[src/rtl/lcd_spi_tx_ctrl.sv]
// Byte framing controller in front of the LCD left-shift register. It accepts one
// byte per handshake, then sequences the load and shift strobes, sce, D/C and the bit-valid strobe.
module lcd_spi_tx_ctrl #(
  parameter int SIZE       = 8,
  parameter int GAP_CYCLES = 1
) (
  input  logic            sck,
  input  logic            rst,
  input  logic            in_valid,
  input  logic [SIZE-1:0] in_data,
  input  logic            in_dc,
  output logic            in_ready,
  output logic [SIZE-1:0] data,
  output logic            load,
  output logic            shft,
  output logic            bit_en,
  output logic            sce,
  output logic            dc,
  output logic            busy,
  output logic            done
);

  localparam int BitW = (SIZE > 1) ? $clog2(SIZE) : 1;
  localparam int GapW = (GAP_CYCLES > 1) ? $clog2(GAP_CYCLES) : 1;
  localparam logic [BitW-1:0] BitLast = BitW'(SIZE - 1);
  localparam logic [GapW-1:0] GapLast = GapW'(GAP_CYCLES - 1);

  typedef enum logic [1:0] {IDLE, LOAD, SHIFT, GAP} state_e;

  state_e          state_q;
  logic [BitW-1:0] bitCnt_q;
  logic [BitW-1:0] bitCnt_d;
  logic [GapW-1:0] gapCnt_q;
  logic [GapW-1:0] gapCnt_d;
  logic [SIZE-1:0] data_q;
  logic            dc_q;
  logic            inReady_q;
  logic            load_q;
  logic            shft_q;
  logic            bitEn_q;
  logic            sce_q;
  logic            busy_q;
  logic            done_q;

  assign bitCnt_d = bitCnt_q + BitW'(1);
  assign gapCnt_d = gapCnt_q + GapW'(1);

  // Every output is a register set for the state being entered, so the pins are glitch-free.
  always_ff @(posedge sck or negedge rst) begin
    if (!rst) begin
      state_q   <= IDLE;
      bitCnt_q  <= '0;
      gapCnt_q  <= '0;
      data_q    <= '0;
      dc_q      <= 1'b0;
      inReady_q <= 1'b1;
      load_q    <= 1'b0;
      shft_q    <= 1'b0;
      bitEn_q   <= 1'b0;
      sce_q     <= 1'b1;
      busy_q    <= 1'b0;
      done_q    <= 1'b0;
    end else begin
      case (state_q)
        IDLE: begin
          if (in_valid) begin
            state_q   <= LOAD;
            data_q    <= in_data;
            dc_q      <= in_dc;
            inReady_q <= 1'b0;
            load_q    <= 1'b1;
            sce_q     <= 1'b0;
            busy_q    <= 1'b1;
          end
        end
        LOAD: begin
          state_q  <= SHIFT;
          bitCnt_q <= '0;
          load_q   <= 1'b0;
          shft_q   <= (SIZE > 1);
          bitEn_q  <= 1'b1;
        end
        SHIFT: begin
          if (bitCnt_q == BitLast) begin
            state_q  <= GAP;
            gapCnt_q <= '0;
            shft_q   <= 1'b0;
            bitEn_q  <= 1'b0;
            done_q   <= (GAP_CYCLES == 1);
          end else begin
            bitCnt_q <= bitCnt_d;
            // The last bit is already at the MSB, so the shifter must not move again.
            shft_q   <= (bitCnt_d != BitLast);
          end
        end
        GAP: begin
          if (gapCnt_q == GapLast) begin
            state_q   <= IDLE;
            done_q    <= 1'b0;
            sce_q     <= 1'b1;
            busy_q    <= 1'b0;
            inReady_q <= 1'b1;
          end else begin
            gapCnt_q <= gapCnt_d;
            done_q   <= (gapCnt_d == GapLast);
          end
        end
        default: state_q <= IDLE;
      endcase
    end
  end

  assign in_ready = inReady_q;
  assign data     = data_q;
  assign dc       = dc_q;
  assign load     = load_q;
  assign shft     = shft_q;
  assign bit_en   = bitEn_q;
  assign sce      = sce_q;
  assign busy     = busy_q;
  assign done     = done_q;

endmodule

[config.mk]
export PLATFORM = sky130hd
export DESIGN_NAME = lcd_spi_tx_ctrl
export DESIGN_NICKNAME = d
export VERILOG_FILES = /design/src/rtl/lcd_spi_tx_ctrl.sv
export SDC_FILE = /design/constraint.sdc
export NUM_CORES = 1
export LEC_CHECK = 0
export CAP_MARGIN = 20
export CORE_ASPECT_RATIO = 1.1
export CORE_MARGIN = 10
export CORE_UTILIZATION = 49
export DETAILED_ROUTE_END_ITERATION = 16
export PLACE_DENSITY = 0.82
export SETUP_SLACK_MARGIN = 0.4
export SLEW_MARGIN = 30
export SYNTH_ARGS = -nofsm -noshare
export SYNTH_HDL_FRONTEND = slang
export SYNTH_SLANG_ARGS = --single-unit
[constraint.sdc]
create_clock -name sck -period 2.85 [get_ports sck]
set_input_delay 0.4275 -clock sck [delete_from_list [all_inputs] [get_ports sck]]
set_output_delay 0.4275 -clock sck [all_outputs]
set_load 0.05 [all_outputs]
==> out/results.tsv, run 1 <==
stage	metric	value	unit
critical_path	startpoint	sce	
power	ir_drop	0.9740	mV
floorplan	dieArea	0.004116	mm^2
power	leakagePower	0.0005726	uW
power	p_comb_frac	0.614	
detailed_routing	antenna_left	0	
detailed_routing	drc	0	
critical_path	crit_arrival	1.67	ns
clocking	cts_resized	0	
critical_path	cp_max_fo	4	
clocking	insertion_delay	0.29	ns
power	internal_power	876.5	uW
cells_and_area	nets	122	
logic_synthesis	netlist.area_leader.share	0.4980	
sta	clock_skew	0.003752	ns
power	power_frac_seq	0.306	
global_routing	grt_pass1_vias	680	
clocking	clk_pin_slew	0.10	ns
power	power_density	1299	mW/mm^2
detailed_routing	via_count	628	
floorplan	design.core.area	0.001822	mm^2
sta	fin_crit_sh	0.7376	
clocking	cts_sinks	20	
critical_path	reg2reg_from	state_q[0]	
logic_synthesis	yosysSeqAreaShare	0.5256	
power	p_total	1643	uW
floorplan	start_util	0.5240	
logic_synthesis	syn_avg_cell_area	13.26	um^2
sta	totalNegativeSetupSlack	0	ns
global_routing	grt_max_degree	21	
critical_path	cp-end-kind	output port	
sta	slew_viol_final	0	
critical_path	rrSetupSlack	1.32	ns
sta	setup_viol	0	
clocking	cts_setup_buffers	0	
critical_path	rr_worst_depth	5	
cells_and_area	fin_util	0.6944	
global_routing	grt_antenna_before_repair	0	
critical_path	crit_chain	clkdlybuf4s50_1	
run_status	outcome	finished, final reports clean	
clocking	cts_buffers	3	
power	switching_share	0.4664	
logic_synthesis	synth_nets	92	
critical_path	cp_slowest_cell	clkdlybuf4s50_1	
logic_synthesis	ys.flop_type	dfrtp_1	
sta	maxSlewHeadroom	0.6523	
logic_synthesis	netlist_top_cells_area	dfrtp_1 (50%), mux2_2 (13%), ha_1 (10%), dfstp_2 (2.8%), o2bb2ai_1 (2.8%)	
clocking	cts_hold_buf	0	
logic_synthesis	async_flop_share	1.000	
critical_path	start_kind	register	
clocking	cts_tree	built	
global_routing	track_usage	0.09950	
detailed_routing	routedWlPerCell	14.88	um
cells_and_area	n_antenna_cell	0	
cells_and_area	layout_common_cells	clkdlybuf4s50_1 (26), dfrtp_1 (19), mux2_2 (11), ha_1 (8), inv_1 (6)	
floorplan	rows	16	
logic_synthesis	synth_edf_count	0	
logic_synthesis	ys_warn_count	0	
floorplan	die_h	66.30	um
hold_path	hp-class	primary input to asynchronous set/reset pin	
detailed_routing	drtIter0Drc	27	
critical_path	cp_num_cells	1	
critical_path	path_buf_inv	1	
placed_design	gp_congestion	0.7451	
detailed_routing	viasPerCell	4.906	
floorplan	die_w	62.09	um
detailed_routing	first_pass_iters	6	
sta	layout_min_cycle_time	2.102	ns
logic_synthesis	syn_inst	72	
sta	tightest_slew	0.5200	ns
sta	timing.fmax	0.4757	GHz
logic_synthesis	synth-seq-cells	20	
clocking	clock-root-buffer	clkbuf_4	
critical_path	slowest_delay	0.82	ns
logic_synthesis	synthesis.area	954.7	um^2
placed_design	io_buffers	27	
cells_and_area	fillers	147	
logic_synthesis	synth_largest_area_cell	dfrtp_1	
placed_design	hpwlAfterDp	1525	um
critical_path	crit_type	register to output port	
critical_path	cp.required	2.42	ns
cells_and_area	mostFrequentLayoutCell	clkdlybuf4s50_1	
power	p_clk_frac	0.081	
floorplan	num_io_pins	28	
sta	hold_violations	0	
critical_path	r2r-end	state_q[1]	
job	max-cap-violations	0	
cells_and_area	drive_gt1_frac	0.2079	
global_routing	grt-ovfl-total	0	
critical_path	cpLargestDelayFamily	buffers and inverters	
cells_and_area	area_delta_synth_final	32.50	%
power	power.net_switching	766.2	uW
global_routing	grt_pass1_wl	3105	um
clocking	cts_max_level	1	
sta	rsz0062_at_grt	no	
logic_synthesis	synth.distinct_cells	21	
critical_path	endpoint	sce	
detailed_routing	wl	1904	um
clocking	clk_path_buf_depth	2	
layer usage:
metal / track usage / vias to the layer above / part of all wire
met5: 0 / - / 0
met4: 0.05587 / 0 / 0.0042
met3: 0.03077 / 2 / 0.074
met2: 0.1564 / 12 / 0.53
met1: 0.1151 / 303 / 0.39
li1: - / 311 / -
area by class of cell:
cell class / count / area [um^2] / share of cell area
Sequential cell: 20 / 501.7 / 0.3966
Multi-Input combinational cell: 44 / 415.4 / 0.3284
Timing Repair Buffer: 27 / 265.3 / 0.2097
Tap cell: 27 / 33.78 / 0.02671
Clock buffer: 4 / 26.28 / 0.02077
Inverter: 6 / 22.52 / 0.01780
worst min-delay path by stage:
stage                     slack (ns)           to  from  cells after the start
after floorplan                 0.13  bitCnt_q[0]   rst                      0
after global placement          0.47          sce   sce                      2
after detailed placement        0.47          sce   sce                      2
after CTS                       0.49          sce   sce                      2
after global routing            0.08      data[2]   rst                      1
final                           0.06  bitCnt_q[2]   rst                      1
synthesized netlist by cell type (2+ instances only):
cell type  number
a21oi_1         3
a22o_1          2
buf_4           2
dfrtp_1        19
ha_1            8
inv_1           6
mux2_2         11
mux2i_1         2
nand2_1         2
nor2_1          3
o21ai_0         2
o2bb2ai_1       3
flip-flops by register name, summed over array words and instances, names as in the netlist:
register	flops
shft	1
done	1
load	1
bitCnt_q	3
data	8
bit_en	1
busy	1
state_q	2
sce	1
dc	1
power by group through the flow:
stage	clock network (uW)	registers [uW]	logic (uW)
2_1_floorplan	0	829	399
3_3_place_gp	0	503	995
3_5_place_dp	0	509	1020
4_1_cts	141	503	1020
5_1_grt	152	525	1070
6_report	132	502	1010
per-stage QoR:
stage                     hold WS, ns  worst slack (ns)  cells  instance area (um^2)
after floorplan                0.1319             1.411     72                 954.7
after global placement         0.4720             1.073    124                  1244
after detailed placement       0.4711             1.072    124                  1244
after CTS                      0.4888            0.7290    128                  1270
after global routing          0.07583            0.6937    128                  1265
final                         0.06123            0.7480    128                  1265
kinds of logic after synthesis:
logic type | Yosys count | synth area share
xor+xnor | 1 | 0.009176
buf+inv | 8 | 0.03931
compound gates | 13 | 0.1022
flops | 20 | 0.5256
simple gates | 8 | 0.05243
fa+ha+maj | 8 | 0.1049
mux | 14 | 0.1664
(Power assumes the default switching activity.)
==> run 2: changes to the inputs <==
- CORE_UTILIZATION: 49 -> 45
- PLACE_DENSITY: 0.82 -> 0.77
- clock period: 2.85 -> 2 ns (I/O delays scaled with it)
==> run 2 against run 1 <==
Die area is 6.1% higher. Register-to-register slack worse by 0.82 ns. Hold slack better by 0.19 ns. Combinational power is 36% higher. Highest routed layer unchanged. Non-clock buffer count is 3 higher. Sequential share of layout area is 0.99 points lower. Via count is 4.0% higher. Core utilization is 5.2 points lower. Global-route usage is 0.89 points lower.
==> out/results.tsv, run 2 (synthesized netlist as in run 1, its figures left out) <==
stage	metric	value	unit	change
cells_and_area	fin_cells	132		+3.1%
critical_path	start_kind	register		
clocking	cts_max_level	1		unchanged
placed_design	dpl.cell_count	126		+1.6%
placed_design	gp_congestion	0.7398		-0.71%
cells_and_area	mostFrequentLayoutCell	dfrtp_1		
critical_path	slowest_delay	0.55	ns	-0.27 ns
sta	totalNegativeSetupSlack	0	ns	unchanged
sta	hold_slack	0.2481	ns	+0.1869 ns
critical_path	crit_type	register to output port		
critical_path	cp.required	1.70	ns	-0.72 ns
power	ir_drop	1.190	mV	+22%
floorplan	die_w	63.92	um	+2.9%
sta	worst_slack	0.4773	ns	-0.2707 ns
floorplan	dieArea	0.004366	mm^2	+6.1%
floorplan	rows	17		+1
sta	hold_violations	0		unchanged
global_routing	grt_antenna_before_repair	0		unchanged
detailed_routing	drc	0		unchanged
placed_design	post_dp_cell_area	0.001247	mm^2	+0.30%
critical_path	r2r-end	state_q[1]		
sta	rsz0062_at_grt	no		
critical_path	startpoint	bit_en		
sta	timing.fmax	0.6567	GHz	
global_routing	grt_pass1_wl	3139	um	+1.1%
power	power_density	1850	mW/mm^2	+42%
clocking	insertion_delay	0.29	ns	about the same
job	max-cap-violations	0		unchanged
sta	maxSlewHeadroom	0.6624		+0.01015
critical_path	rrSetupSlack	0.50	ns	-0.82 ns
cells_and_area	drive_gt1_frac	0.2500		+0.04208
critical_path	cpLargestDelayFamily	buffers and inverters		
cells_and_area	area_delta_synth_final	35.91	%	
cells_and_area	layout_common_cells	dfrtp_1 (19), dlygate4sd2_1 (14), mux2_2 (11), clkdlybuf4s50_1 (11), ha_1 (8)		
cells_and_area	largest_register_ffs	8		unchanged
cells_and_area	nets	125		+2.5%
global_routing	grt-ovfl-total	0		unchanged
detailed_routing	antenna_left	0		unchanged
run_status	outcome	finished, final reports clean		
clocking	clock-root-buffer	clkbuf_4		
floorplan	num_io_pins	28		unchanged
sta	slew_viol_final	0		unchanged
clocking	cts_tree	built		
critical_path	path_buf_inv	1		unchanged
detailed_routing	wl_met1	892	um	+20%
global_routing	grt_pass1_vias	662		-2.6%
detailed_routing	wl_met3	152	um	+8.6%
detailed_routing	top_layer	met4		
critical_path	cp_slowest_cell	dlygate4sd2_1		
sta	tightest_slew	0.5084	ns	-0.01158 ns
global_routing	grt_max_degree	15		-29%
critical_path	endpoint	bit_en		
placed_design	io_buffers	27		unchanged
sta	fin_crit_sh	0.7613		
floorplan	start_util	0.4724		-0.05159
floorplan	die_h	68.31	um	+3.0%
clocking	cts_buffers	3		unchanged
detailed_routing	via_count	653		+4.0%
critical_path	cp_num_cells	1		unchanged
detailed_routing	first_pass_iters	3		-3
critical_path	cp_max_fo	3		-1
hold_path	hp-class	primary input to asynchronous set/reset pin		
critical_path	rr_worst_depth	5		unchanged
cells_and_area	n_antenna_cell	0		unchanged
global_routing	track_usage	0.09063		-0.008875
clocking	cts_sinks	20		unchanged
critical_path	crit_chain	dlygate4sd2_1		
critical_path	cp-end-kind	output port		
clocking	clk_pin_slew	0.11	ns	about the same
critical_path	reg2reg_from	state_q[0]		
sta	layout_min_cycle_time	1.523	ns	
placed_design	hpwlAfterDp	1515	um	-0.66%
critical_path	crit_arrival	1.22	ns	-0.45 ns
sta	clock_skew	0.0008939	ns	-0.002858 ns
detailed_routing	wl	1880	um	-1.3%
detailed_routing	dr_wl_met2	826	um	-18%
clocking	clk_path_buf_depth	2		unchanged
floorplan	design.core.area	0.002021	mm^2	+11%
clocking	cts_hold_buf	0		unchanged
sta	setup_viol	0		unchanged
power	leakagePower	0.0006181	uW	+7.9%
detailed_routing	drtIter0Drc	18		-33%
placed_design	post-place-ws	0.4087	ns	-0.6634 ns
cells_and_area	stdcell_area	0.001297	mm^2	+2.6%
detailed_routing	routedWlPerCell	14.24	um	-4.3%
detailed_routing	viasPerCell	4.947		+0.83%
==> run 2: cell count changes in the layout (fill, tap and decap cells not counted), sizes merged <==
cell,before,now
buf,1,5
bufinv,0,1
clkbuf,4,3
clkdlybuf4s50,26,11
dlygate4sd2,0,14
==> run 2: through the flow <==
| stage | total power (uW) | util |
|---|---|---|
| 6_report | 2400 | 0.6421 |
| 3_3_place_gp | 2126 | 0.6173 |
| 5_1_grt | 2563 | 0.6421 |
| 4_1_cts | 2405 | 0.6347 |
| 2_1_floorplan | 1749 | - |
| 3_5_place_dp | 2164 | 0.6173 |
==> run 2: layout make-up <==
cell class | count | area, um^2
clock inverters | 1 | 30.03
well taps | 28 | 35.03
fillers | 161 | 723.2
multi-input cells | 44 | 415.4
flip-flops and latches | 20 | 501.7
repair buffers | 30 | 270.3
inverters | 6 | 22.52
clock buffers | 3 | 22.52
==> run 2: repair_timing <==
action | in CTS | in global routing
gates resized for setup | 14 | 0
pin swaps | 0 | 0
setup buffers | 0 | 2
setup endpoints to repair | 14 | 1
==> run 2: power breakdown <==
group,internal [uW],switching (uW),leakage [uW]
clock,202,120,0.0000279
combinational,506,862,0.000356
sequential,597,113,0.000234
total,1300,1100,0.000618
==> run 2: how the worst min path moves through the flow <==
| stage | from | to | slack [ns] | cells past startpoint |
|---|---|---|---|---|
| after global routing | rst | state_q[1] | 0.26 | 1 |
| after global placement | sce | sce | 0.48 | 2 |
| final | rst | busy | 0.25 | 1 |
| after floorplan | rst | bitCnt_q[0] | 0.004 | 0 |
| after detailed placement | sce | sce | 0.48 | 2 |
| after CTS | rst | state_q[1] | 0.24 | 1 |
==> run 2: layer usage <==
layer | GRT usage | vias up
li1 | - | 319
met1 | 0.1149 | 309
met2 | 0.1368 | 23
met3 | 0.03589 | 2
met4 | 0.03279 | 0
met5 | 0 | -
==> run 3: changes to the inputs <==
- CORE_UTILIZATION: 45 -> 41
- PLACE_DENSITY: 0.77 -> 0.74
- clock period: 2 -> 1.3 ns (I/O delays scaled with it)
==> run 3 against run 2 <==
Die area rose by 6.8%. The run now ends with setup timing left. Highest routed layer unchanged. Hold slack got worse by 0.030 ns. Sequential power up 80%. Core utilization up 26 points. Worst setup slack got worse by 0.58 ns. Routed wire length is 75% higher.
==> out/results.tsv, run 3 (synthesized netlist as in run 1, its figures left out) <==
stage	metric	value	unit	change
clocking	clk_path_buf_depth	2		unchanged
power	leakagePower	0.0009121	uW	+48%
cells_and_area	multi_input_area	650.6	um^2	+57%
placed_design	post_dp_cell_area	0.001622	mm^2	+30%
floorplan	dieArea	0.004661	mm^2	+6.8%
detailed_routing	viasPerCell	4.976		+0.59%
sta	maxSlewHeadroom	0.8272		+0.1647
sta	totalNegativeSetupSlack	-0.3768	ns	-0.3768 ns
sta	layout_min_cycle_time	1.404	ns	
global_routing	grt-ovfl-total	0		unchanged
placed_design	io_buffers	27		unchanged
sta	tightest_slew	0.2593	ns	-0.2491 ns
power	power_density	2924	mW/mm^2	+58%
floorplan	die_h	70.61	um	+3.4%
power	power.net_switching	2460	uW	+120%
cells_and_area	layout_common_cells	buf_4 (23), dfrtp_1 (19), buf_12 (18), mux2_4 (11), clkdlybuf4s50_1 (11)		
sta	clock_skew	0.001462	ns	+0.0005679 ns
sta	hold_slack	0.2181	ns	-0.03000 ns
sta	setup_viol	10		+10
global_routing	grt_antenna_before_repair	0		unchanged
floorplan	start_util	0.4282		-0.04428
clocking	cts_sinks	20		unchanged
run_status	violations	setup timing		
critical_path	cp.required	1.51	ns	-0.19 ns
detailed_routing	first_pass_iters	4		+1
sta	slew_viol_final	0		unchanged
global_routing	grt_pass1_vias	844		+27%
power	switching_share	0.4180		-0.03855
critical_path	crit_type	register to register		
power	power_frac_seq	0.218		-0.078
cells_and_area	n_antenna_cell	0		unchanged
power	p_clk_frac	0.064		-0.070
placed_design	hpwlAfterDp	1823	um	+20%
critical_path	cp_max_fo	2		-1
clocking	insertion_delay	0.31	ns	+0.02 ns
clocking	cts_buffers	3		unchanged
power	internal_power	3426	uW	+160%
sta	fin_crit_sh	1.080		
cells_and_area	largest_register_ffs	8		unchanged
cells_and_area	fillers	86		-47%
critical_path	crit_arrival	1.61	ns	+0.39 ns
sta	timing.fmax	0.7120	GHz	
critical_path	start_kind	register		
run_status	outcome	finished, violations left		
floorplan	num_io_pins	28		unchanged
job	max-cap-violations	0		unchanged
power	p_comb_frac	0.718		+0.148
cells_and_area	fin_cells	167		+27%
cells_and_area	drive_gt1_frac	0.6715		+0.4215
cells_and_area	area_delta_synth_final	110.9	%	
cells_and_area	nets	158		+26%
floorplan	design.core.area	0.002230	mm^2	+10%
detailed_routing	antenna_left	0		unchanged
detailed_routing	via_count	831		+27%
detailed_routing	drc	0		unchanged
power	ir_drop	2.409	mV	+100%
sta	worst_slack	-0.1044	ns	-0.5817 ns
critical_path	cp-end-kind	register		
global_routing	grt_pass1_wl	4443	um	+42%
clocking	cts_hold_buf	0		unchanged
clocking	cts_tree	built		
floorplan	die_w	66.01	um	+3.3%
clocking	clock-root-buffer	clkbuf_4		
sta	hold_violations	0		unchanged
placed_design	dpl.cell_count	140		+11%
floorplan	rows	18		+1
global_routing	grt_max_degree	21		+6
cells_and_area	register_area	505.5	um^2	+0.75%
detailed_routing	routedWlPerCell	19.75	um	+39%
detailed_routing	drtIter0Drc	45		+27
detailed_routing	wl	3298	um	+75%
sta	rsz0062_at_grt	yes		
cells_and_area	stdcell_area	0.002013	mm^2	+55%
hold_path	hp-class	primary input to asynchronous set/reset pin		
clocking	clk_pin_slew	0.12	ns	about the same
cells_and_area	mostFrequentLayoutCell	buf_4		
placed_design	gp_congestion	0.7214		-2.5%
global_routing	track_usage	0.1216		+0.03097
clocking	cts_max_level	1		unchanged
run 3: changes by cell type in the layout (fill, tap and decap cells not counted), sizes merged:
| cell | delta |
|---|---|
| clkbuf | +1 |
| buf | +46 |
| bufinv | -1 |
| nand2 | +1 |
| dlygate4sd2 | -14 |
run 3: layout make-up:
cell class,count,area share
Clock buffer,4,0.01802
Sequential cell,20,0.2511
Tap cell,30,0.01865
Multi-Input combinational cell,45,0.3232
Inverter,6,0.01367
Timing Repair Buffer,62,0.3754
run 3: timing repair:
action                     CTS  global route
resized for setup           10            20
pin swaps                    7            11
setup buffers                9            13
setup endpoints to repair   36            36
cloned                       1             0
run 3: critical path, cell delays in order, from the launching register on:
cell and delay (ns):
dfrtp_1 0.44, ha_4 0.19, ha_4 0.20, mux2_4 0.26, a22o_1 0.21
run 3: final timing paths:
check / cells past startpoint / end / startpoint / slack [ns]
max in group asynchronous: 2 / sce / rst / 0.82
min reg2reg: 1 / data[7] / data[7] / 0.59
min in group sck: 2 / data[1] / in_data[1] / 0.50
max: 4 / bitCnt_q[2] / bitCnt_q[0] / -0.10
min: 2 / busy / rst / 0.22
max reg2reg: 4 / bitCnt_q[2] / bitCnt_q[0] / -0.10
run 3: power by group through the flow:
stage / combinational, uW / sequential [uW] / clock (uW)
after floorplan: 1170 / 1870 / 0
after global placement: 3190 / 1230 / 0
after detailed placement: 3240 / 1260 / 0
after CTS: 3630 / 1220 / 373
after global routing: 4440 / 1320 / 407
final: 4230 / 1280 / 377
run 3: stage by stage:
step           worst slack [ns]  total power [uW]    util
6_report                -0.1044              5886  0.9029
5_1_grt                 -0.1378              6169  0.9029
3_3_place_gp           -0.08070              4420  0.7273
3_5_place_dp            -0.1097              4506  0.7273
2_1_floorplan          -0.05564              3033       -
4_1_cts                -0.09319              5232  0.8075
run 3: routing by layer:
| layer | vias up | share of wire | track usage |
|---|---|---|---|
| li1 | 385 | - | - |
| met1 | 406 | 0.40 | 0.1329 |
| met2 | 32 | 0.51 | 0.2204 |
| met3 | 8 | 0.068 | 0.03780 |
| met4 | 0 | 0.020 | 0.02797 |
| met5 | - | 0 | 0 |
